$ cat config.mk
export PLATFORM = sky130hd
export DESIGN_NAME = seq_addsub_flat
export DESIGN_NICKNAME = d
export VERILOG_FILES = /design/src/rtl/seq_addsub_if.sv /design/src/rtl/seq_addsub.sv /design/src/flat_wrapper.sv
export SDC_FILE = /design/constraint.sdc
export NUM_CORES = 1
export LEC_CHECK = 0
export ABC_CLOCK_PERIOD_IN_PS = 4300
export CAP_MARGIN = 25
export CORE_AREA = 2 2 66 68
export DETAILED_ROUTE_END_ITERATION = 7
export DIE_AREA = 0 0 68 70
export DONT_BUFFER_PORTS = 1
export PLACE_DENSITY = 0.66
export SETUP_SLACK_MARGIN = 0.15
export SKIP_CTS_REPAIR_TIMING = 1
export SLEW_MARGIN = 20
export SYNTH_ARGS = -nofsm -noshare
export SYNTH_HDL_FRONTEND = slang
export SYNTH_SLANG_ARGS = --single-unit
$ cat constraint.sdc
create_clock -name clk -period 4.3 [get_ports clk]
set_input_delay 0.645 -clock clk [delete_from_list [all_inputs] [get_ports clk]]
set_output_delay 0.645 -clock clk [all_outputs]
set_load 0.05 [all_outputs]
$ cat src/rtl/seq_addsub_if.sv
// Handshake bundle for seq_addsub.
//   Operand side : in_valid, in_ready, data0 (A), data1 (B), mode (1 = add, 0 = subtract)
//   Result side  : out_valid, out_ready, final_sum, final_carry_out, overflow
// Modports:
//   master - operand producer / result consumer (drives in_valid, data0, data1, mode, out_ready)
//   slave  - the adder/subtractor (drives in_ready, out_valid, final_sum, final_carry_out, overflow)
interface seq_addsub_if #(
    parameter int unsigned WIDTH = 8
);
    logic             in_valid;
    logic             in_ready;
    logic [WIDTH-1:0] data0;
    logic [WIDTH-1:0] data1;
    logic             mode;
    logic             out_valid;
    logic             out_ready;
    logic [WIDTH-1:0] final_sum;
    logic             final_carry_out;
    logic             overflow;

    modport master (
        output in_valid, data0, data1, mode, out_ready,
        input  in_ready, out_valid, final_sum, final_carry_out, overflow
    );

    modport slave (
        input  in_valid, data0, data1, mode, out_ready,
        output in_ready, out_valid, final_sum, final_carry_out, overflow
    );
endinterface

$ cat src/rtl/seq_addsub.sv
// seq_addsub: multi-cycle two's-complement adder/subtractor.
// Processes CHUNK bits per cycle, LSB chunk first, with a registered carry between chunks.
// One operation takes NCHUNK = WIDTH/CHUNK cycles from the accepting edge to out_valid.
// Ports:
//   clk  - rising-edge clock
//   rst  - synchronous, active-high reset
//   bus  - seq_addsub_if.slave: operand handshake (in_valid/in_ready, data0, data1, mode)
//          and result handshake (out_valid/out_ready, final_sum, final_carry_out, overflow)
// Configuration:
//   ADDSUB_SATURATE_EN - when defined, final_sum saturates on signed overflow; overflow and
//                        final_carry_out still report the raw values.
module seq_addsub #(
    parameter int unsigned WIDTH = 8,
    parameter int unsigned CHUNK = 2
) (
    input logic         clk,
    input logic         rst,
    seq_addsub_if.slave bus
);
    localparam int unsigned NCHUNK = (CHUNK == 0) ? 1 : WIDTH / CHUNK;
    localparam int unsigned IDXW   = (NCHUNK > 1) ? $clog2(NCHUNK) : 1;
    localparam int unsigned REMW   = (CHUNK == 0) ? 1 : WIDTH % CHUNK;

    if (WIDTH < 2 || CHUNK < 1 || CHUNK > WIDTH || REMW != 0) begin : g_bad_param
        $error("seq_addsub: illegal WIDTH=%0d / CHUNK=%0d", WIDTH, CHUNK);
    end

    typedef enum logic [1:0] {StIdle, StCalc, StDone} state_e;

    state_e           state_q, state_d;
    logic [IDXW-1:0]  idx_q, idx_d;
    logic             carry_q, carry_d;
    logic [WIDTH-1:0] a_q, a_d;
    logic [WIDTH-1:0] b_q, b_d;
    logic [WIDTH-1:0] acc_q, acc_d;
    logic [WIDTH-1:0] sum_q, sum_d;
    logic             cout_q, cout_d;
    logic             ovf_q, ovf_d;

    logic [CHUNK-1:0] chunk_a, chunk_b;
    logic [CHUNK:0]   chunk_res;
    logic [WIDTH-1:0] acc_full;
    logic [WIDTH-1:0] result_sum;
    logic             msb_cin;
    logic             raw_cout;
    logic             raw_ovf;
    logic             last_chunk;

    // Chunk datapath: one CHUNK-bit adder shared by every cycle of the operation.
    always_comb begin
        chunk_a   = a_q[idx_q*CHUNK +: CHUNK];
        chunk_b   = b_q[idx_q*CHUNK +: CHUNK];
        chunk_res = {1'b0, chunk_a} + {1'b0, chunk_b} + {{CHUNK{1'b0}}, carry_q};
        acc_full  = acc_q;
        acc_full[idx_q*CHUNK +: CHUNK] = chunk_res[CHUNK-1:0];
        raw_cout  = chunk_res[CHUNK];
        // Carry into the MSB recovered from the MSB sum bit of the final chunk's adder.
        msb_cin   = a_q[WIDTH-1] ^ b_q[WIDTH-1] ^ acc_full[WIDTH-1];
        raw_ovf   = msb_cin ^ raw_cout;
        last_chunk = (idx_q == IDXW'(NCHUNK - 1));
`ifdef ADDSUB_SATURATE_EN
        if (raw_ovf) begin
            // Carry out 0 on overflow means two positives wrapped negative.
            result_sum = raw_cout ? {1'b1, {(WIDTH-1){1'b0}}} : {1'b0, {(WIDTH-1){1'b1}}};
        end else begin
            result_sum = acc_full;
        end
`else
        result_sum = acc_full;
`endif
    end

    // Next-state and register updates.
    always_comb begin
        state_d = state_q;
        idx_d   = idx_q;
        carry_d = carry_q;
        a_d     = a_q;
        b_d     = b_q;
        acc_d   = acc_q;
        sum_d   = sum_q;
        cout_d  = cout_q;
        ovf_d   = ovf_q;

        unique case (state_q)
            StIdle: begin
                if (bus.in_valid) begin
                    a_d     = bus.data0;
                    // Subtract is A + ~B + 1: invert B here, seed the carry with ~mode.
                    b_d     = bus.mode ? bus.data1 : ~bus.data1;
                    carry_d = ~bus.mode;
                    idx_d   = '0;
                    acc_d   = '0;
                    state_d = StCalc;
                end
            end
            StCalc: begin
                acc_d   = acc_full;
                carry_d = raw_cout;
                if (last_chunk) begin
                    sum_d   = result_sum;
                    cout_d  = raw_cout;
                    ovf_d   = raw_ovf;
                    state_d = StDone;
                end else begin
                    idx_d = idx_q + 1'b1;
                end
            end
            StDone: begin
                if (bus.out_ready) begin
                    state_d = StIdle;
                end
            end
            default: state_d = StIdle;
        endcase
    end

    always_ff @(posedge clk) begin
        if (rst) begin
            state_q <= StIdle;
            idx_q   <= '0;
            carry_q <= 1'b0;
            a_q     <= '0;
            b_q     <= '0;
            acc_q   <= '0;
            sum_q   <= '0;
            cout_q  <= 1'b0;
            ovf_q   <= 1'b0;
        end else begin
            state_q <= state_d;
            idx_q   <= idx_d;
            carry_q <= carry_d;
            a_q     <= a_d;
            b_q     <= b_d;
            acc_q   <= acc_d;
            sum_q   <= sum_d;
            cout_q  <= cout_d;
            ovf_q   <= ovf_d;
        end
    end

    assign bus.in_ready        = (state_q == StIdle);
    assign bus.out_valid       = (state_q == StDone);
    assign bus.final_sum       = sum_q;
    assign bus.final_carry_out = cout_q;
    assign bus.overflow        = ovf_q;
endmodule

$ cat src/flat_wrapper.sv
// flat-port wrapper written by rule: the top's interface ports become plain ports
module seq_addsub_flat 
#(
    parameter int unsigned WIDTH = 8,
    parameter int unsigned CHUNK = 2
)
  (clk, rst, bus_in_valid, bus_data0, bus_data1, bus_mode, bus_out_ready, bus_in_ready, bus_out_valid, bus_final_sum, bus_final_carry_out, bus_overflow);
  seq_addsub_if #(.WIDTH(WIDTH)) bus_i ();
  input logic clk;
  input logic rst;
  input wire logic [$bits(bus_i.in_valid)-1:0] bus_in_valid;
  input wire logic [$bits(bus_i.data0)-1:0] bus_data0;
  input wire logic [$bits(bus_i.data1)-1:0] bus_data1;
  input wire logic [$bits(bus_i.mode)-1:0] bus_mode;
  input wire logic [$bits(bus_i.out_ready)-1:0] bus_out_ready;
  output wire logic [$bits(bus_i.in_ready)-1:0] bus_in_ready;
  output wire logic [$bits(bus_i.out_valid)-1:0] bus_out_valid;
  output wire logic [$bits(bus_i.final_sum)-1:0] bus_final_sum;
  output wire logic [$bits(bus_i.final_carry_out)-1:0] bus_final_carry_out;
  output wire logic [$bits(bus_i.overflow)-1:0] bus_overflow;
  assign bus_i.in_valid = bus_in_valid;
  assign bus_i.data0 = bus_data0;
  assign bus_i.data1 = bus_data1;
  assign bus_i.mode = bus_mode;
  assign bus_i.out_ready = bus_out_ready;
  assign bus_in_ready = bus_i.in_ready;
  assign bus_out_valid = bus_i.out_valid;
  assign bus_final_sum = bus_i.final_sum;
  assign bus_final_carry_out = bus_i.final_carry_out;
  assign bus_overflow = bus_i.overflow;
  seq_addsub #(.WIDTH(WIDTH), .CHUNK(CHUNK)) u_core (.clk(clk), .rst(rst), .bus(bus_i));
endmodule
==> reports/metrics.csv <==
stage,metric,value,unit
global_routing,global-route wire length before repair,6270,microns
cts,Clock Root Buffer,clkbuf_8,
drt,DR pass1 iterations,4,
sta,final setup violation count,0,
cts,H-tree Lvls,2,
sta,Total Neg Setup Slack,0,ns
final_layout,fillers,399,
synth,Yosys reg bits,39,
floorplan,die width,68,microns
drt,WL/cell,13.4,microns
worst_setup_path,crit start category,register,
drt,Initial DRC Count,59,
pwr,worst vdd ir,0.218,mV
synth,complex-gate fraction of the synthesized area,0.158,
worst_hold_path,hold_sp,rst,
cts,total CTS buffers,5,
worst_setup_path,reg2reg end,u_core.bus.overflow,
synth,Synth Instances,212,
sta,RSZ-0062 raised after global routing,false,
worst_hold_path,Worst Hold Path EP,u_core.bus.final_carry_out,
sta,Final Critical Period,3.00,ns
global_routing,GRT Overall Usage,0.174,
cts,clk sink count,39,
synth,mux contribution to synthesized area,0.0671,
floorplan,full die area,4760,sq um
sta,Worst-Margin Slew,0.988,ns
synth,sequential-to-total area share from yosys stat,0.403,
pwr,PD cells,407,nW/um^2
placement,Placed Area,1910,sq um
worst_setup_path,Setup Crit Path Kind,reg -> reg,
global_routing,largest net degree at the start of global routing,40,
pwr,Sw Pwr,185,uW
final_layout,proportion of layout cells with a drive suffix above 1,0.119,
placement,DP HPWL,2520,microns
pwr,Comb pwr share,0.104,
global_routing,GRT overflow,0,
cts,"Reg clk slew, reported paths",0.08,ns
final_layout,"Area growth, synth to finish",5.55,%
drt,routed via count,1389,
drt,vias per cell,5.30,
floorplan,row count,24,
global_routing,initial antenna violation count,0,
synth,post-synthesis adder-cell area fraction,0.0594,
worst_setup_path,reg2reg start,u_core.idx_q[0],
floorplan,Core ar.,4140,sq um
sta,endpoints failing hold,0,
pwr,Clk pwr share,0.429,
floorplan,Ports,33,
worst_setup_path,CP Data Required Time,4.51,ns
synth,Post-synth EDFFs,0,
floorplan,Starting Density,0.468,
worst_setup_path,Worst R2R Path Depth,8,
worst_setup_path,Critical Path Sink Type,register,
placement,number of instances in the placed design,253,
global_routing,vias in the first global route,1439,
sta,final period utilization,0.699,
synth,"Avg Cell Area, Syn",9.14,sq um
worst_hold_path,hold path depth,1,
sta,fmax,333,MHz
sta,Final Skew,0.0121,ns
synth,largest family of logic cells by synthesized area,simple AND/OR/NAND/NOR gates,
sta,Pins Over Slew Limit,0,
flow_run,max cap viols,0,
drt,Post-Route WL,3520,microns
final_layout,# diodes,0,
outcome,status,"finished, final reports clean",
final_layout,nets,238,
cts,Clock Latency Late Sink,0.29,ns
floorplan,Die Y,70,microns
pwr,Flop pwr share,0.467,
drt,DRC Markers,0,
pwr,Net Sw Frac,0.223,
synth,Synth async-reset ratio,0,
cts,buffer depth of the longest clock path,2,
pwr,"Power, Total",833,uW
synth,Yosys warnings,0,
drt,number of antenna-violating nets in the routed design,0,
pwr,Internal,648,uW
synth,Post-synth top flop,dfxtp_1,
pwr,Lkg Pwr,0.731,nW
worst_hold_path,HP Class,in -> reg,
synth,post-synthesis xor/xnor area fraction,0.0497,
sta,Slew HR,0.339,
final_layout,"commonest cells after routing, fill and taps aside","39 x nand2_1, 39 x dfxtp_1, 23 x nor2_1",
synth,Cell variety after synth,35,
worst_setup_path,Register-to-Register Setup Slack,1.30,ns
placement,port buffer count,0,
worst_setup_path,Max Fanout on Critical Path,14,
synth,area share of and/or/nand/nor cells after synthesis,0.195,
synth,cell area after synthesis,1940,sq um
synth,Synthesized Nets,241,
placement,gp weighted congestion,0.796,
cts,CTS tree,done,
worst_setup_path,worst path arrival time,3.22,ns
final_layout,finished layout cell area,2050,sq um
final_layout,Finished Layout Cells,262,
==> worst max-delay path, cell delays in order, from the launching register on <==
cell and delay, ns:
dfxtp_1 0.68, mux4_2 0.59, fa_1 0.39, inv_1 0.08, fa_1 0.43, nor2_1 0.19
a31oi_1 0.18, xnor2_1 0.16, a211oi_1 0.22
==> cell families after synthesis <==
kind of cell             Yosys count
AND/OR/NAND/NOR                   82
AO/OA/AOI/OAI                     44
XOR/XNOR                          11
flip-flops                        39
adder cells (fa/ha/maj)            8
buffers and inverters             20
multiplexers                       8
==> per-layer routing <==
metal / wire, microns / up-vias / GRT usage
met3: 207 / 8 / 0.0564
met1: 1520 / 634 / 0.197
met4: 89 / 0 / 0.0867
li1: - / 703 / -
met5: 0 / - / 0
met2: 1710 / 44 / 0.287
==> power by group through the flow <==
stage / Clock, mW / Sequential [mW] / Combinational [mW]
2_1_floorplan: 0 / 0.390 / 0.0870
3_3_place_gp: 0 / 0.397 / 0.0854
3_5_place_dp: 0 / 0.398 / 0.0864
4_1_cts: 0.366 / 0.389 / 0.0865
5_1_grt: 0.377 / 0.392 / 0.0983
6_report: 0.357 / 0.389 / 0.0865
==> registers in the layout (all words and copies together) (netlist names) <==
signal / count
u_core.bus.overflow: 1
u_core.state_q: 2
u_core.idx_q: 2
u_core.b_q: 8
u_core.a_q: 8
u_core.carry_q: 1
u_core.bus.final_sum: 8
u_core.acc_q: 8
u_core.bus.final_carry_out: 1
==> final cells by class <==
class	count	area [sq um]	share of cell area
Clock buffer	6	72.6	0.0355
Multi-Input combinational cell	153	1030	0.502
Tap cell	52	65.1	0.0318
Sequential cell	39	781	0.382
Inverter	9	33.8	0.0165
Clock inverter	2	60.1	0.0294
Timing Repair Buffer	1	7.51	0.00367
==> worst max path at each step <==
stage	cells past startpoint	end	startpoint
finish	8	u_core.bus.overflow	u_core.idx_q[0]
global route	8	u_core.bus.overflow	u_core.idx_q[0]
CTS	8	u_core.bus.overflow	u_core.idx_q[0]
detailed placement	8	u_core.bus.overflow	u_core.idx_q[0]
global placement	8	u_core.bus.overflow	u_core.idx_q[0]
floorplan	9	u_core.bus.overflow	u_core.idx_q[0]
==> synthesized netlist by cell type, types with 2 or more instances <==
library cell / count / area [sq um]
nor2b_1: 11 / 68.8
a21oi_1: 18 / 90.1
fa_1: 2 / 40.0
mux2i_1: 4 / 40.0
xnor2_1: 11 / 96.3
buf_2: 2 / 10.0
mux4_2: 4 / 90.1
buf_12: 2 / 40.0
o22ai_1: 2 / 12.5
a22oi_1: 5 / 37.5
nor2_1: 23 / 86.3
a31oi_1: 3 / 18.8
dfxtp_1: 39 / 781
o21ai_0: 2 / 10.0
ha_1: 6 / 75.1
a41oi_1: 2 / 17.5
clkbuf_1: 4 / 15.0
nand2_1: 39 / 146
a211oi_1: 2 / 15.0
a31o_2: 2 / 17.5
inv_1: 9 / 33.8
a211oi_2: 4 / 50.1
nor2_2: 3 / 18.8
a2bb2oi_1: 2 / 17.5
==> per-stage QoR <==
| step | hold WS (ns) | util | setup slack, ns |
|---|---|---|---|
| floorplan | 0.429 | - | 1.64 |
| global placement | 0.436 | 0.460 | 1.32 |
| detailed placement | 0.441 | 0.460 | 1.26 |
| CTS | 0.396 | 0.492 | 1.25 |
| global route | 0.392 | 0.494 | 1.02 |
| finish | 0.403 | 0.494 | 1.30 |
(Power assumes the default switching activity.)
==> patch (same settings) <==
`WIDTH` is set to 8 in 3 places; all go to 4.
--- a/src/rtl/seq_addsub_if.sv
+++ b/src/rtl/seq_addsub_if.sv
@@ -5,7 +5,7 @@
 //   master - operand producer / result consumer (drives in_valid, data0, data1, mode, out_ready)
 //   slave  - the adder/subtractor (drives in_ready, out_valid, final_sum, final_carry_out, overflow)
 interface seq_addsub_if #(
-    parameter int unsigned WIDTH = 8
+    parameter int unsigned WIDTH = 4
 );
     logic             in_valid;
     logic             in_ready;
--- a/src/rtl/seq_addsub.sv
+++ b/src/rtl/seq_addsub.sv
@@ -10,7 +10,7 @@
 //   ADDSUB_SATURATE_EN - when defined, final_sum saturates on signed overflow; overflow and
 //                        final_carry_out still report the raw values.
 module seq_addsub #(
-    parameter int unsigned WIDTH = 8,
+    parameter int unsigned WIDTH = 4,
     parameter int unsigned CHUNK = 2
 ) (
     input logic         clk,
--- a/src/flat_wrapper.sv
+++ b/src/flat_wrapper.sv
@@ -1,7 +1,7 @@
 // flat-port wrapper written by rule: the top's interface ports become plain ports
 module seq_addsub_flat 
 #(
-    parameter int unsigned WIDTH = 8,
+    parameter int unsigned WIDTH = 4,
     parameter int unsigned CHUNK = 2
 )
   (clk, rst, bus_in_valid, bus_data0, bus_data1, bus_mode, bus_out_ready, bus_in_ready, bus_out_valid, bus_final_sum, bus_final_carry_out, bus_overflow);
Ports: changed (resized bus_data0, bus_data1 and bus_final_sum); port bits go from 33 to 21. The function was not compared with the original's and may differ.
==> patch against the original RTL <==
Combinational power shrank 35%; utilization shrank 25 points; total power shrank 52%; sequential power shrank 47%; routed wire length shrank 48%; sequential share of layout area grew 1.9 points; synthesized area shrank 51%; sequential cell count shrank 19; via count shrank 53%; maximum frequency grew 32%; setup slack gained 740 ps; cell area shrank 51%; highest routed layer unchanged.
==> patch: results (changes against the original RTL) <==
metric,value,unit,change
gp_congestion,0.7360,,-7.5%
multiInputGateArea,470.5,um^2,-54%
p_leak,0.3371,nW,-54%
grt_first_pass_wirelength,3.098,mm,-51%
hold_depth,2,,+1
path_max_fanout,10,,-4
synthMuxAreaShare,4.521,%,-2.2 points
fin_ws,2032,ps,+736.0 ps
numCtsBuffers,3,,-2
use_met1,11.09,%,-8.6 points
peakVddDrop,0.1272,mV,-42%
synth_fa_ha_area_share,4.255,%,-1.7 points
synth.area.top_cells,"dfxtp_1, nand2_1, a21oi_1",,
status,"complete, no violations",,
yosysUniqueCellTypes,27,,-23%
grt_usage,8.607,%,-8.8 points
reg2reg_depth,7,,-1
grt_start_max_net_pins,21,,-48%
grt_pass1_vias,672,,-53%
synth_ff_type,dfxtp_1,,
crit_arrival,2440,ps,-780 ps
startpoint,u_core.idx_q$_SDFFE_PP0P_,,
worstMarginPinSlew,991.4,ps,+3.661 ps
place_area,943.4,um^2,-50%
grtUsageMet2,12.84,%,-16 points
synth_compound_area_share,12.50,%,-3.3 points
postSynthCellCount,107,,-50%
htree_levels,1,,-1
vias_per_cell,4.221,,-20%
final_nets,118,,-50%
wl_per_cell,11.95,um,-11%
finalClockSkew,2.511,ps,-9.620 ps
clk_latency,250,ps,-40 ps
synth_common_cells,"nand2_1, dfxtp_1, a21oi_1",,
fillers,462,,+16%
grtUsageMet3,4.187,%,-1.4 points
slowest_delay,560,ps,-120 ps
dp_hpwl,1.422,mm,-44%
synth-seq-area-share,42.55,%,+2.3 points
[patch: power by group through the flow]
stage / sequential (W) / combinational (W) / clock, W
6_report: 0.000208 / 0.0000559 / 0.000140
4_1_cts: 0.000209 / 0.0000571 / 0.000144
3_5_place_dp: 0.000213 / 0.0000569 / 0
2_1_floorplan: 0.000206 / 0.0000627 / 0
3_3_place_gp: 0.000213 / 0.0000551 / 0
5_1_grt: 0.000210 / 0.0000628 / 0.000151
[patch: layout make-up]
cell class / instances / area share (%)
clock buffers: 4 / 5.514
inverters: 2 / 0.7519
multi-input cells: 76 / 47.12
flip-flops and latches: 20 / 40.10
well taps: 52 / 6.516
[patch: layer usage]
layer | share of wire (%) | wire length, um
met4 | 0.60 | 11
met1 | 45 | 822
met2 | 46 | 849
met3 | 8.5 | 156
met5 | 0 | 0
[patch: logic make-up after synthesis]
group                      Yosys count
AOI/OAI and AO/OA                   21
and+or+nand+nor                     42
adders and majority gates            2
DFF                                 20
muxes                                4
buffers and inverters               11
xor gates and xnor gates             7
[patch: worst min path at each step]
stage	startpoint	to	slack (ps)
2_1_floorplan	u_core.b_q[1]$_SDFFE_PP0P_	u_core.b_q[1]$_SDFFE_PP0P_	420
3_3_place_gp	u_core.b_q[1]$_SDFFE_PP0P_	u_core.b_q[1]$_SDFFE_PP0P_	440
3_5_place_dp	u_core.a_q[1]$_SDFFE_PP0P_	u_core.a_q[1]$_SDFFE_PP0P_	440
4_1_cts	rst	u_core.b_q[1]$_SDFFE_PP0P_	440
5_1_grt	rst	u_core.state_q[1]$_SDFFE_PP0P_	430
6_report	u_core.b_q[1]$_SDFFE_PP0P_	u_core.b_q[1]$_SDFFE_PP0P_	450
